**config.mk**
```make
export PLATFORM = sky130hd
export DESIGN_NAME = cordic_iterative_engine
export DESIGN_NICKNAME = d
export VERILOG_FILES = /design/src/rtl/cordic_iterative_engine.sv
export SDC_FILE = /design/constraint.sdc
export NUM_CORES = 1
export LEC_CHECK = 0
export ABC_AREA = 1
export BUFFER_PORTS_ARGS = -buffer_cell sky130_fd_sc_hd__buf_2
export CORE_UTILIZATION = 35
export DETAILED_ROUTE_END_ITERATION = 10
export PLACE_DENSITY = 0.5
export SETUP_SLACK_MARGIN = 0.1
export SLEW_MARGIN = 20
export SYNTH_ARGS = -nofsm -noshare
export SYNTH_HDL_FRONTEND = slang
export SYNTH_SLANG_ARGS = --single-unit
```
**constraint.sdc**
```tcl
create_clock -name clk -period 4.9 [get_ports clk]
set_input_delay 0.245 -clock clk [delete_from_list [all_inputs] [get_ports clk]]
set_output_delay 0.245 -clock clk [all_outputs]
set_load 0.02 [all_outputs]
```
**src/rtl/cordic_iterative_engine.sv**
```systemverilog
// Iterative CORDIC engine: rotation or vectoring, one micro-rotation per clock.
// Optional post-rotation gain compensation stage enabled by defining CORDIC_GAIN_COMP_EN.
module cordic_iterative_engine #(
   parameter int unsigned M           = 6,
   parameter int unsigned N           = 10,
   parameter int unsigned ITERS       = 12,
   parameter int unsigned ITER_LENGTH = 4
) (
   input  logic                  clk,
   input  logic                  rst_n,
   input  logic                  in_valid,
   output logic                  in_ready,
   input  logic                  mode,
   input  logic signed [M+N-1:0] x_in,
   input  logic signed [M+N-1:0] y_in,
   input  logic signed [M+N-1:0] z_in,
   output logic                  out_valid,
   input  logic                  out_ready,
   output logic signed [M+N-1:0] x_out,
   output logic signed [M+N-1:0] y_out,
   output logic signed [M+N-1:0] z_out,
   output logic                  busy
);

   localparam int unsigned W         = M + N;
   localparam int unsigned W2        = 2 * W;
   localparam int unsigned TAB_DEPTH = 1 << ITER_LENGTH;

`ifdef CORDIC_GAIN_COMP_EN
   typedef enum logic [1:0] {
      S_IDLE = 2'd0,
      S_RUN  = 2'd1,
      S_COMP = 2'd2,
      S_DONE = 2'd3
   } state_t;

   localparam int                     K_GAIN = int'(0.607252935 * (2.0 ** N));
   localparam logic signed [W2-1:0]   K_WIDE = W2'(K_GAIN);
`else
   typedef enum logic [1:0] {
      S_IDLE = 2'd0,
      S_RUN  = 2'd1,
      S_DONE = 2'd3
   } state_t;
`endif

   // atan(2^-i) scaled by 2^N and rounded; small angles kept at 24 fraction bits,
   // larger i use atan(x) ~ x, exact to the rounding for N <= 24.
   function automatic longint unsigned atan_scaled(int unsigned idx);
      longint unsigned t24;
      longint unsigned res;
      case (idx)
         0:       t24 = 64'd13176795;
         1:       t24 = 64'd7778716;
         2:       t24 = 64'd4110060;
         3:       t24 = 64'd2086331;
         4:       t24 = 64'd1047214;
         5:       t24 = 64'd524117;
         6:       t24 = 64'd262123;
         7:       t24 = 64'd131069;
         default: t24 = 64'd0;
      endcase
      if (idx < 8) begin
         if (N < 24) res = (t24 + (64'd1 << (23 - N))) >> (24 - N);
         else        res = t24 << (N - 24);
      end else if (idx <= N) begin
         res = 64'd1 << (N - idx);
      end else begin
         res = 64'd0;
      end
      return res;
   endfunction

   state_t                  r_state;
   state_t                  w_state_nxt;
   logic [ITER_LENGTH-1:0]  r_iter;
   logic                    r_mode;
   logic signed [W-1:0]     r_x;
   logic signed [W-1:0]     r_y;
   logic signed [W-1:0]     r_z;
   logic signed [W-1:0]     r_x_out;
   logic signed [W-1:0]     r_y_out;
   logic signed [W-1:0]     r_z_out;
   logic                    r_in_ready;
   logic                    r_out_valid;
   logic                    r_busy;

   logic                    w_accept;
   logic                    w_last_iter;
   logic                    w_in_ready_nxt;
   logic                    w_out_valid_nxt;
   logic                    w_busy_nxt;
   logic                    w_load_out;
   logic                    w_dir_pos;
   logic signed [W-1:0]     w_x_sh;
   logic signed [W-1:0]     w_y_sh;
   logic signed [W-1:0]     w_atan;
   logic signed [W-1:0]     w_x_rot;
   logic signed [W-1:0]     w_y_rot;
   logic signed [W-1:0]     w_z_rot;
   logic signed [W-1:0]     w_x_res;
   logic signed [W-1:0]     w_y_res;
   logic signed [W-1:0]     w_z_res;
   logic signed [W-1:0]     w_atan_tab [TAB_DEPTH];

   for (genvar g = 0; g < TAB_DEPTH; g++) begin : g_atan
      assign w_atan_tab[g] = (g < ITERS) ? W'(atan_scaled(g)) : '0;
   end

   assign w_accept    = in_valid & r_in_ready;
   assign w_last_iter = (r_iter == ITER_LENGTH'(ITERS - 1));

   // One micro-rotation; direction from sign of z (rotation) or y (vectoring)
   always_comb begin : p_micro_rot
      w_x_sh    = r_x >>> r_iter;
      w_y_sh    = r_y >>> r_iter;
      w_atan    = w_atan_tab[r_iter];
      w_dir_pos = r_mode ? r_y[W-1] : ~r_z[W-1];
      if (w_dir_pos) begin
         w_x_rot = r_x - w_y_sh;
         w_y_rot = r_y + w_x_sh;
         w_z_rot = r_z - w_atan;
      end else begin
         w_x_rot = r_x + w_y_sh;
         w_y_rot = r_y - w_x_sh;
         w_z_rot = r_z + w_atan;
      end
   end

`ifdef CORDIC_GAIN_COMP_EN
   assign w_x_res = W'((W2'(r_x) * K_WIDE) >>> N);
   assign w_y_res = W'((W2'(r_y) * K_WIDE) >>> N);
   assign w_z_res = r_z;
`else
   assign w_x_res = w_x_rot;
   assign w_y_res = w_y_rot;
   assign w_z_res = w_z_rot;
`endif

   always_ff @(posedge clk or negedge rst_n) begin : p_state_reg
      if (!rst_n) r_state <= S_IDLE;
      else        r_state <= w_state_nxt;
   end

   always_comb begin : p_next_state
      w_state_nxt = r_state;
      case (r_state)
         S_IDLE: if (w_accept) w_state_nxt = S_RUN;
`ifdef CORDIC_GAIN_COMP_EN
         S_RUN:  if (w_last_iter) w_state_nxt = S_COMP;
         S_COMP: w_state_nxt = S_DONE;
`else
         S_RUN:  if (w_last_iter) w_state_nxt = S_DONE;
`endif
         S_DONE: if (out_ready) w_state_nxt = S_IDLE;
         default: w_state_nxt = S_IDLE;
      endcase
   end

   // Handshake/status flags are registered from the next state so they track r_state exactly
   always_comb begin : p_out_dec
      w_in_ready_nxt  = 1'b0;
      w_out_valid_nxt = 1'b0;
      w_busy_nxt      = 1'b1;
      w_load_out      = 1'b0;
      case (w_state_nxt)
         S_IDLE: begin
            w_in_ready_nxt = 1'b1;
            w_busy_nxt     = 1'b0;
         end
         S_DONE: begin
            w_out_valid_nxt = 1'b1;
            w_load_out      = (r_state != S_DONE);
         end
         default: ;
      endcase
   end

   always_ff @(posedge clk or negedge rst_n) begin : p_datapath
      if (!rst_n) begin
         r_x    <= '0;
         r_y    <= '0;
         r_z    <= '0;
         r_mode <= 1'b0;
         r_iter <= '0;
      end else if (w_accept) begin
         r_x    <= x_in;
         r_y    <= y_in;
         r_z    <= z_in;
         r_mode <= mode;
         r_iter <= '0;
      end else if (r_state == S_RUN) begin
         r_x    <= w_x_rot;
         r_y    <= w_y_rot;
         r_z    <= w_z_rot;
         r_iter <= r_iter + ITER_LENGTH'(1);
      end
   end

   always_ff @(posedge clk or negedge rst_n) begin : p_out_reg
      if (!rst_n) begin
         r_in_ready  <= 1'b0;
         r_out_valid <= 1'b0;
         r_busy      <= 1'b0;
         r_x_out     <= '0;
         r_y_out     <= '0;
         r_z_out     <= '0;
      end else begin
         r_in_ready  <= w_in_ready_nxt;
         r_out_valid <= w_out_valid_nxt;
         r_busy      <= w_busy_nxt;
         if (w_load_out) begin
            r_x_out <= w_x_res;
            r_y_out <= w_y_res;
            r_z_out <= w_z_res;
         end
      end
   end

   assign in_ready  = r_in_ready;
   assign out_valid = r_out_valid;
   assign busy      = r_busy;
   assign x_out     = r_x_out;
   assign y_out     = r_y_out;
   assign z_out     = r_z_out;

endmodule

```
After elaboration in Yosys (flattened, before gate mapping)
Memory sizes are Yosys's and may differ from the RTL's. Index checks and enable logic that the tools add are counted.

Shift-type cells: 2. Multiply operators: 0. Reductions and logical operators: 3. Divide/modulo/power cells: 0. Muxes and demuxes: 22. Equal/unequal tests: 5. Add/subtract/negate cells: 7. $lt $le $gt $ge: 1. Bitwise operators: 3.

Operators with widths (count): 2-to-1 mux 16 bit (11); adder 16 bit (3); subtractor 16 bit (3); >>> shifter 16 x 4 -> 16 bit (2); 2-to-1 mux 4 bit (2); 2-to-1 mux 2 bit (3); one-hot mux 2 bit (3 select lines) (1); >= comparator 5 bit, second input constant (1); 2-to-1 mux 1 bit (5); NOT 4 -> 5 bit (1); adder 4 x 1 -> 4 bit, second input constant (1); == test 2 bit, second input constant (2); == test 4 bit, second input constant (1); logical NOT 2 bit (2); == test 2 x 1 -> 1 bit, second input constant (1); inequality test 2 bit, second input constant (1); nonzero test 2 bit (1); AND 1 bit (1); NOT 1 bit (1).

Memory bits (read-only): 256. RAM bits: 0. Latch bits: 0. Register bits: 106. Output and inout bits: 51. Input port bits: 53. Memories kept: 1. Logic and storage cells: 56.

Memories: (no name shown) (depth 16, bits a word 16, read ports 1, clocked after memory_dff 0, write ports 0, line 117) `w_atan = w_atan_tab[r_iter];`.

Logic depth before layout (Yosys ltp)
Gate-level depths: netlist of the first run.

Depth after elaboration: 8. Depth in mapped cells: 29. Gate-level depth less buffers: 28.

Worst setup path before layout of the first run
No wires, ideal clock.

Kind: flip-flop to flip-flop. Start point: reg r_iter[0]. End point: reg r_x[9]. Clock period less this slack: 3.374 ns. Cell stages (with the launch flop): 23. Buffers on the path: 2. Data arrival time: 3.250 ns. Setup slack: 1.526 ns. Setup time: 0.125 ns. Required time: 4.775 ns. Cell sequence: dfrtp_1 -> buf_6 -> inv_2 -> buf_6 -> nand2_1 -> nand3_1 -> nand2_1 -> nand2_1 -> nand3_1 -> nand2_1 -> inv_1 -> ha_1 -> o21ai_0 -> ha_1 -> nand2_1 -> nor2_1 -> a211oi_1 -> o21ai_0 -> a21oi_1 -> inv_1 -> or2_2 -> nand3_1 -> nand3_1.

Longest elaborated chain between the ends: 5. Elaborated cells between the ends (all ways): 6. Those cells by class: add/sub: 2; shift: 1; mux: 3.

Ends and longest elaborated chain: start, declared (line 76) `logic [ITER_LENGTH-1:0] r_iter;`; start signal, assigned (line 196) `r_iter <= r_iter + ITER_LENGTH'(1);`; >>> shifter 16 x 4 -> 16 bit * (line 116) `w_y_sh = r_y >>> r_iter;`; adder 16 bit or subtractor 16 bit (tied branches) (line 124, 120); 2-to-1 mux 16 bit * (line 119) `if (w_dir_pos) begin`; 2-to-1 mux 16 bit * (line 192) `end else if (r_state == S_RUN) begin`; 2-to-1 mux 16 bit * (line 186) `end else if (w_accept) begin`; end signal, assigned (line 187) `r_x <= x_in;`; end signal, assigned (line 193) `r_x <= w_x_rot;`; end, declared (line 78) `logic signed [W-1:0] r_x;`.

Every way passes the cells marked *; elsewhere a longest branch is shown, timed or not. The select of a mux whose other input is x is not followed. A chain may end at the register's enable or synchronous reset.

Worst setup path in the final report of the first run
Start point: reg r_iter[3]. End point: reg r_x_out[13], in the netlist x_out[13].

Longest elaborated chain between the ends: 5. Elaborated cells between the ends (all ways): 9. Those cells by class: add/sub: 2; eq/ne: 2; shift: 1; mux: 4.

Ends and longest elaborated chain: parallel branches: the longest is 5 deep, another holds adder 16 bit; end signal, assigned (line 213) `r_x_out <= w_x_res;`; end, declared (line 81) `logic signed [W-1:0] r_x_out;`.

Parallel ways; which one is timed is not known.

==> results of run 1 <==
[flip-flops by register name, indices dropped and copies added (netlist names)]
| signal | count |
|---|---|
| in_ready | 1 |
| z_out | 16 |
| y_out | 16 |
| r_mode | 1 |
| x_out | 16 |
| r_iter | 4 |
| r_state | 2 |
| out_valid | 1 |
| r_y | 16 |
| r_x | 16 |
| r_z | 16 |
| busy | 1 |
[logic make-up after synthesis]
group           count (synthesis)  synth area share
compound gates                169             0.114
xor+xnor                       66            0.0656
fa+ha+maj                      59            0.0864
buf+inv                       169            0.0815
flops                         106             0.301
simple gates                  746             0.351
[repair_timing]
action	in CTS	in global routing
hold buffers	1	0
setup endpoints to repair	0	0
endpoints found under the hold margin	56	0
[area by class of cell]
class | instances | area, um^2 | area share
clock buffers | 9 | 225 | 0.0226
clock inverters | 7 | 85.1 | 0.00856
inverters | 119 | 449 | 0.0452
multi-input cells | 1040 | 5450 | 0.548
flip-flops and latches | 106 | 2650 | 0.267
well taps | 324 | 405 | 0.0408
repair buffers | 122 | 676 | 0.0679
[synth_stat cells (all sizes together), types with 4 or more instances]
master / number
o21ai: 62
inv: 118
o22ai: 4
o211ai: 25
xnor2: 21
nor2: 70
a21o: 8
xor2: 45
nand3: 162
nor3: 8
o21bai: 4
ha: 56
or2: 7
buf: 21
nand2: 492
clkbuf: 29
a22o: 4
a31oi: 6
a21oi: 44
dfrtp: 106
[layout by cell type (no fill, tap or decap), drive strengths merged, types with 2 or more instances in the layout]
cell type and count:
a21o 8, xnor2 21, nand3b 2, o221ai 3, clkbuf 9, o21bai 4
ha 56, or2 7, dfrtp 106, nand3 162, o31ai 3, buf 121
a31oi 6, a21oi 44, inv 124, a211oi 3, xor2 45, fa 3
nor2 70, a221oi 2, nand2 492, o22ai 4, nor3 8, a22o 4
o21ai 62, o211ai 25
[per-layer routing]
metal | vias to the layer above | share of wire
li1 | 4447 | -
met1 | 4113 | 0.47
met2 | 162 | 0.48
met3 | 29 | 0.032
met4 | 0 | 0.018
met5 | - | 0
[through the flow]
| step | cell area (um^2) | std cells | util | hold WS, ns |
|---|---|---|---|---|
| 2_1_floorplan | 8810 | 1315 | - | -0.0506 |
| 3_3_place_gp | 9620 | 1710 | 0.392 | 0.375 |
| 3_5_place_dp | 9620 | 1710 | 0.392 | 0.369 |
| 4_1_cts | 9940 | 1727 | 0.405 | 0.0632 |
| 5_1_grt | 9940 | 1727 | 0.405 | 0.0814 |
| 6_report | 9940 | 1727 | 0.405 | 0.0772 |
[worst min path at each step]
stage | cells after the start | endpoint | start
final | 3 | r_mode$_DFFE_PN0P_ | mode
after detailed placement | 1 | z_out[9]$_DFFE_PN0P_ | rst_n
after floorplan | 0 | busy$_DFF_PN0_ | rst_n
after CTS | 3 | r_mode$_DFFE_PN0P_ | mode
after global placement | 1 | z_out[9]$_DFFE_PN0P_ | rst_n
after global routing | 3 | r_mode$_DFFE_PN0P_ | mode
[tightest hold or removal path, delay by kind of cell]
kind | cells | cell delay (ns)
and+or+nand+nor | 2 | 0.08
buffers and inverters | 1 | 0.08
==> run metrics, run 1 <==
CTS buffer count 9; Avg Synthesized Cell Area 6.70 um^2; clock root cell clkbuf_16; Max-slew headroom 0.335; CTS tree yes; worst path required time 5.17 ns; post-synth top area cell dfrtp_1; Layout area overhead 12.9%; Max Clock Freq 239 MHz; core area 24500 um^2; mapped cell area 8810 um^2; All-Layer GR Usage 0.223; DRC Markers 0; Clock Latency Late Sink 0.38 ns; run status completed; period utilization 0.853; initial antenna violation count 0; DPL Wire Length 21.6 mm; CTS sink cnt 106; Setup WS pre-CTS 0.756 ns; Crit. path cell count 23; Critical Path AT 4.45 ns; Mapped Nets 1427; die area 25800 um^2; Worst setup EP type register; CP cell instances inv_2 > nand2_1 > inv_2 > nand3_1 > nand2_1 > inv_1 > nand2_1 > inv_1 > nand2_1 > o31ai_1 > xor2_1 > ha_1 > nand2_1 > inv_1 > nand3_1 > o21ai_0 > a21oi_1 > o21ai_0 > nand2_1 > nand2_1 > nand2_1 > nand3_1 > nand2_1; met3 Track Usage GR 0.0269; Setup Crit Path Kind register to register; Syn. warnings 0; worst flop-to-flop path endpoint x_out[13]$_DFFE_PN0P_; Final Slew Violations 0; CP peak stage delay 0.62 ns; critical path's most frequent cell nand2_1; min Tclk post-route 4.18 ns; setup ws final 0.719 ns; sequential share of the synthesized area 0.301; Crit path buffers/inverters 5; Site Rows 57; IO Pins 104; reg-to-reg startpoint r_iter[3]$_DFFE_PN0P_; Worst R2R Path Depth 23; Initial Util 0.359; reg2reg setup slack 0.72 ns; crit start category register; CP max FO 20; top cells by area, synth dfrtp_1 30%, nand2_1 21%, nand3_1 9.1%; die width 161 um; delay-heaviest family, CP compound AO/OA/AOI/OAI gates; grt met1 use 0.304; Port Buffers 103; post-synth top area share 0.301; maxcap violations 0; #FFs+latches synth 106; first-pass GRT wire length 45.4 mm; RSZ-0062 raised after global routing no; Unique masters post-synth 46; CP Launch Point r_iter[3]$_DFFE_PN0P_; Fill cells 2763; clock-pin slew on the worst setup and hold paths 0.09 ns; slowest CP cell dfrtp_1; drt initial violations 490; Net count, final 1510; Final setup viols 0; Avg WL per Cell 16.2 um; Mapped Cells 1315; number of global-route vias before repair 8477; post-CTS sizing 0; largest net degree at the start of global routing 58; Most Crowded Layer GR met2; Post-synth ARST share 1.00; Final Hold Vio Count 0; Worst Setup EP x_out[13]$_DFFE_PN0P_; Die H 161 um; gpl congestion 0.907; vias 8751; Setup Fix Bufs, Post-CTS 0; clock buffer depth 2; Avg Vias per Cell 5.07; CTS H-tree depth 3; clock skew 0.0233 ns; remaining antenna violation count 0; met2 Use GR 0.371; number of flops mapped to enable cells by yosys 0; Hold Path Class input port to register; gr ovfl total 0; layout cells sized above 1 0.118; Total Routed Length 28.0 mm; diode count 0; drt first pass iters 5; TNS Setup 0 ns; Slew @ Worst Pin 0.997 ns; most common flop cell mapped by yosys dfrtp_1
Power of run 1 is not shown: default switching activity piles up to over one toggle a cycle in this logic, so the estimate is an artifact.
==> run 2, diff against run 1 <==
Settings changed: CTS_BUF_LIST from default to sky130_fd_sc_hd__clkbuf_2 sky130_fd_sc_hd__clkbuf_4 sky130_fd_sc_hd__clkbuf_8.
==> run 2 against run 1 <==
Global-route usage about the same. Count of clock-buffer cells in the layout unchanged. Critical path type unchanged. Wire length shrank 0.39%. Maximum frequency about the same. Sequential cell count did not move. Setup slack better by 0.0034 ns. Cell count stayed put. Hold slack worse by 0.028 ns. Sequential share of layout area grew 0.27 points.
==> run metrics, run 2 (synthesized netlist as in run 1, its figures left out) <==
run status completed; Avg Vias per Cell 5.04 (-0.62%); TNS Setup 0 ns (unchanged); clock skew 0.0322 ns (+0.00889 ns); Worst setup EP type register; CP max FO 20 (unchanged); Total Routed Length 27.9 mm (-0.39%); Max-slew headroom 0.342 (+0.00759); CP peak stage delay 0.64 ns (+0.02 ns); CP cell instances inv_2 > nand2_1 > inv_2 > nand3_1 > nand2_1 > inv_1 > nand2_1 > inv_1 > nand2_1 > o31ai_1 > xor2_1 > ha_1 > nand2_1 > inv_1 > nand3_1 > o21ai_0 > a21oi_1 > o21ai_0 > nand2_1 > nand2_1 > nand2_1 > nand3_1 > nand2_1; reg-to-reg startpoint r_iter[3]$_DFFE_PN0P_; number of global-route vias before repair 8449 (-0.33%); footprint of the multi-input gates 5450 um^2 (unchanged); remaining antenna violation count 0 (unchanged); Setup Fix Bufs, Post-CTS 0 (unchanged); CTS buffer count 9 (unchanged); commonest non-fill, non-tap cell in the layout nand2_1; CTS sink cnt 106 (unchanged); vias 8697 (-0.62%); die width 161 um (unchanged); clock-pin slew on the worst setup and hold paths 0.14 ns (+0.05 ns); Crit path buffers/inverters 5 (unchanged); first-pass GRT wire length 45.3 mm (about the same); CTS H-tree depth 3 (unchanged); hold_ws 0.0492 ns (-0.0280 ns); Hold Path Class input port to register; Post-Layout Cell Count 1727 (unchanged); Initial Util 0.359 (unchanged); Final setup viols 0 (unchanged); Port Buffers 103 (unchanged); IO Pins 104 (unchanged); Slew @ Worst Pin 0.986 ns (-0.0114 ns); clock root cell clkbuf_8; maxcap violations 0 (unchanged); layout cells sized above 1 0.118 (unchanged); core area 24500 um^2 (unchanged); All-Layer GR Usage 0.223 (about the same); diode count 0 (unchanged); most frequent cells in the layout 488 x nand2_1, 161 x nand3_1, 110 x inv_1; drt initial violations 448 (-8.6%); Worst R2R Path Depth 23 (unchanged); Clock Latency Late Sink 0.41 ns (+0.03 ns); critical path's most frequent cell nand2_1; Worst Hold Launch y_in[10]; post-layout util 0.401 (-0.00413); initial antenna violation count 0 (unchanged); hold path cells 3 (unchanged); slowest CP cell dfrtp_1; Fill cells 2778 (+0.54%); crit start category register; Avg WL per Cell 16.1 um (-0.39%); DPL Wire Length 21.6 mm (unchanged); gr ovfl total 0 (unchanged); Net count, final 1510 (unchanged); Final Hold Vio Count 0 (unchanged); Die H 161 um (unchanged); Layout area overhead 11.7%; period utilization 0.853 (about the same); worst flop-to-flop path endpoint x_out[13]$_DFFE_PN0P_; reg2reg setup slack 0.72 ns (about the same); CTS tree yes; Site Rows 57 (unchanged); Hold Path End r_y[10]$_DFFE_PN0P_; die area 25800 um^2 (unchanged); delay-heaviest family, CP compound AO/OA/AOI/OAI gates; clock buffer depth 2 (unchanged); drt first pass iters 6 (+1); Critical Path AT 4.48 ns (+0.03 ns); post-CTS sizing 0 (unchanged); min Tclk post-route 4.18 ns (-0.00338 ns); worst path required time 5.20 ns (+0.03 ns); placed cell count 1710 (unchanged); storage element area 2650 um^2 (unchanged); Setup Crit Path Kind register to register; largest net degree at the start of global routing 58 (unchanged); gpl congestion 0.907 (unchanged); # hold bufs at CTS 1 (unchanged); DRC Markers 0 (unchanged); Final Slew Violations 0 (unchanged); Max Clock Freq 239 MHz (about the same); RSZ-0062 raised after global routing no
==> run 2: stage by stage <==
step	setup slack, ns	instance area (um^2)
CTS	0.727	9840
global placement	0.759	9620
finish	0.722	9840
detailed placement	0.756	9620
floorplan	1.53	8810
global route	0.283	9840
==> run 2: worst reg2reg max path, stage by stage, from the launching register on <==
cell and delay [ns]:
dfrtp_1 0.64, inv_2 0.29, nand2_1 0.32, inv_2 0.17, nand3_1 0.13, nand2_1 0.05, inv_1 0.06, nand2_1 0.09
inv_1 0.09, nand2_1 0.08, o31ai_1 0.25, xor2_1 0.12, ha_1 0.36, nand2_1 0.07, inv_1 0.06, nand3_1 0.05
o21ai_0 0.45, a21oi_1 0.16, o21ai_0 0.31, nand2_1 0.12, nand2_1 0.07, nand2_1 0.06, nand3_1 0.07, nand2_1 0.05
==> run 2: area by class of cell <==
| class | count | share of cell area |
|---|---|---|
| Inverter | 119 | 0.0456 |
| Tap cell | 324 | 0.0412 |
| Clock buffer | 9 | 0.0126 |
| Multi-Input combinational cell | 1040 | 0.554 |
| Timing Repair Buffer | 122 | 0.0686 |
| Sequential cell | 106 | 0.269 |
| Clock inverter | 7 | 0.00864 |
==> run 2: worst max-delay path by stage <==
stage                               start                    end  slack (ns)  depth (start not counted)
floorplan           r_iter[0]$_DFFE_PN0P_     r_x[9]$_DFFE_PN0P_        1.53                         22
global placement    r_iter[3]$_DFFE_PN0P_    r_y[15]$_DFFE_PN0P_        0.76                         25
detailed placement  r_iter[3]$_DFFE_PN0P_  x_out[13]$_DFFE_PN0P_        0.76                         23
CTS                 r_iter[3]$_DFFE_PN0P_    r_x[11]$_DFFE_PN0P_        0.73                         20
global route        r_iter[3]$_DFFE_PN0P_    r_y[14]$_DFFE_PN0P_        0.28                         22
finish              r_iter[3]$_DFFE_PN0P_  x_out[13]$_DFFE_PN0P_        0.72                         23
==> run 2: per-layer routing <==
layer | part of all wire | track usage | vias to the layer above
li1 | - | - | 4441
met4 | 0.016 | 0.0571 | 0
met3 | 0.041 | 0.0287 | 18
met5 | 0 | 0 | -
met2 | 0.48 | 0.371 | 178
met1 | 0.47 | 0.304 | 4060
Power of run 2 is left out for the same reason.
==> run 3, diff against run 2 <==
Settings changed: MAX_ROUTING_LAYER from default to met4.
==> run 3 against run 2 <==
Via count grew 0.21%. Cell area shrank 0.31%. Largest cell class unchanged. Setup slack gained 0.033 ns. Hold slack lost 0.011 ns.
==> run metrics, run 3 (synthesized netlist as in run 1, its figures left out) <==
maxcap violations 0 (unchanged); remaining antenna violation count 0 (unchanged); clock skew 0.0351 ns (+0.00289 ns); CTS tree yes; Avg WL per Cell 16.4 um (+1.3%); TNS Setup 0 ns (unchanged); IO Pins 104 (unchanged); core area 24500 um^2 (unchanged); Net count, final 1510 (unchanged); placed cell count 1710 (unchanged); drt first pass iters 5 (-1); clock root cell clkbuf_8; CP max FO 18 (-10%); Hold Path Class input port to register; Die H 161 um (unchanged); Crit path buffers/inverters 5 (unchanged); Slew @ Worst Pin 0.810 ns (-0.176 ns); most frequent cells in the layout 488 x nand2_1, 161 x nand3_1, 110 x inv_1; layout cells sized above 1 0.118 (unchanged); Initial Util 0.359 (unchanged); gpl congestion 0.914 (+0.68%); Worst setup EP type register; Max Clock Freq 241 MHz (+0.81%); first-pass GRT wire length 45.6 mm (+0.58%); Final Hold Vio Count 0 (unchanged); clock-pin slew on the worst setup and hold paths 0.12 ns (-0.02 ns); CTS H-tree depth 3 (unchanged); RSZ-0062 raised after global routing no; Max-slew headroom 0.460 (+0.118); largest net degree at the start of global routing 60 (+3.4%); DRC Markers 0 (unchanged); vias 8715 (+0.21%); commonest non-fill, non-tap cell in the layout nand2_1; slowest CP cell o21ai_0; CP cell instances buf_4 > buf_4 > nor2_4 > o21ai_0 > or2_1 > nand3_1 > nand2_1 > inv_1 > ha_1 > inv_1 > o31ai_1 > xor2_1 > ha_1 > nand2_1 > inv_1 > nand3_1 > o21ai_0 > a21oi_1 > o21ai_0 > nand2_1 > nand2_1 > nand2_1 > nand3_1 > nand2_1; initial antenna violation count 0 (unchanged); drt initial violations 597 (+33%); run status completed; DPL Wire Length 21.5 mm (-0.26%); Port Buffers 103 (unchanged); Clock Latency Late Sink 0.43 ns (+0.02 ns); All-Layer GR Usage 0.231 (+0.00857); Final Slew Violations 0 (unchanged); Layout area overhead 11.4%; Critical Path AT 4.45 ns (-0.03 ns); number of global-route vias before repair 8374 (-0.89%); Final setup viols 0 (unchanged); diode count 0 (unchanged); post-layout util 0.400 (-0.00122); Setup Crit Path Kind register to register; worst path required time 5.21 ns (about the same); die area 25800 um^2 (unchanged); Total Routed Length 28.2 mm (+1.3%); CTS buffer count 9 (unchanged); gr ovfl total 0 (unchanged); clock buffer depth 2 (unchanged); min Tclk post-route 4.14 ns (-0.0335 ns); CP peak stage delay 0.47 ns (-0.17 ns); crit start category register; critical path's most frequent cell nand2_1; Setup Fix Bufs, Post-CTS 0 (unchanged); Post-Layout Cell Count 1727 (unchanged); die width 161 um (unchanged); period utilization 0.846 (-0.00683); CTS sink cnt 106 (unchanged); Site Rows 57 (unchanged); Avg Vias per Cell 5.05 (+0.21%); delay-heaviest family, CP compound AO/OA/AOI/OAI gates
[run 3: changes by cell type in the layout (fill, tap and decap cells not counted), sizes merged]
cell	before	now
clkbuf	9	10
clkinv	1	4
clkinvlp	1	0
inv	124	121
[run 3: stage by stage]
stage | worst slack, ns | hold slack, ns | area (um^2)
2_1_floorplan | 1.53 | -0.0506 | 8810
6_report | 0.756 | 0.0378 | 9810
5_1_grt | 0.335 | 0.0339 | 9810
4_1_cts | 0.735 | 0.0241 | 9810
3_3_place_gp | 0.854 | 0.389 | 9610
3_5_place_dp | 0.769 | 0.390 | 9610
[run 3: worst min-delay path, stage by stage]
cell     delay, ns
buf_2         0.08
nand2_1       0.05
nand2_1       0.05
[run 3: final timing paths]
path / cells past startpoint / from / endpoint / slack [ns]
worst max-delay path: 24 / r_iter[1]$_DFFE_PN0P_ / r_x[13]$_DFFE_PN0P_ / 0.76
worst min-delay path: 3 / mode / r_mode$_DFFE_PN0P_ / 0.04
worst max register to register: 24 / r_iter[1]$_DFFE_PN0P_ / r_x[13]$_DFFE_PN0P_ / 0.76
worst min register to register: 2 / z_out[2]$_DFFE_PN0P_ / z_out[2]$_DFFE_PN0P_ / 0.48
max in group asynchronous: 3 / rst_n / r_y[6]$_DFFE_PN0P_ / 3.31
min in group asynchronous: 2 / rst_n / z_out[5]$_DFFE_PN0P_ / 0.45
[run 3: area by class of cell]
| class | instances | area (um^2) |
|---|---|---|
| Inverter | 119 | 449 |
| Tap cell | 324 | 405 |
| Clock buffer | 10 | 138 |
| Clock inverter | 6 | 58.8 |
| Multi-Input combinational cell | 1040 | 5450 |
| Timing Repair Buffer | 122 | 663 |
| Sequential cell | 106 | 2650 |
| Fill cell | 2716 | 14700 |
[run 3: metal layers]
layer / part of all wire / vias to the layer above / wire (um) / track usage
li1: - / 4443 / - / -
met1: 0.48 / 4104 / 13600 / 0.309
met5: 0 / - / 0 / -
met4: 0.011 / 0 / 313 / 0.0468
met2: 0.48 / 151 / 13500 / 0.377
met3: 0.031 / 17 / 874 / 0.0261
[run 3: what timing repair did]
action                    4_1_cts  5_1_grt
hold buffers                    1        0
resized for setup               0        0
hold endpoints to repair       58        0
Power of run 3 is left out for the same reason.
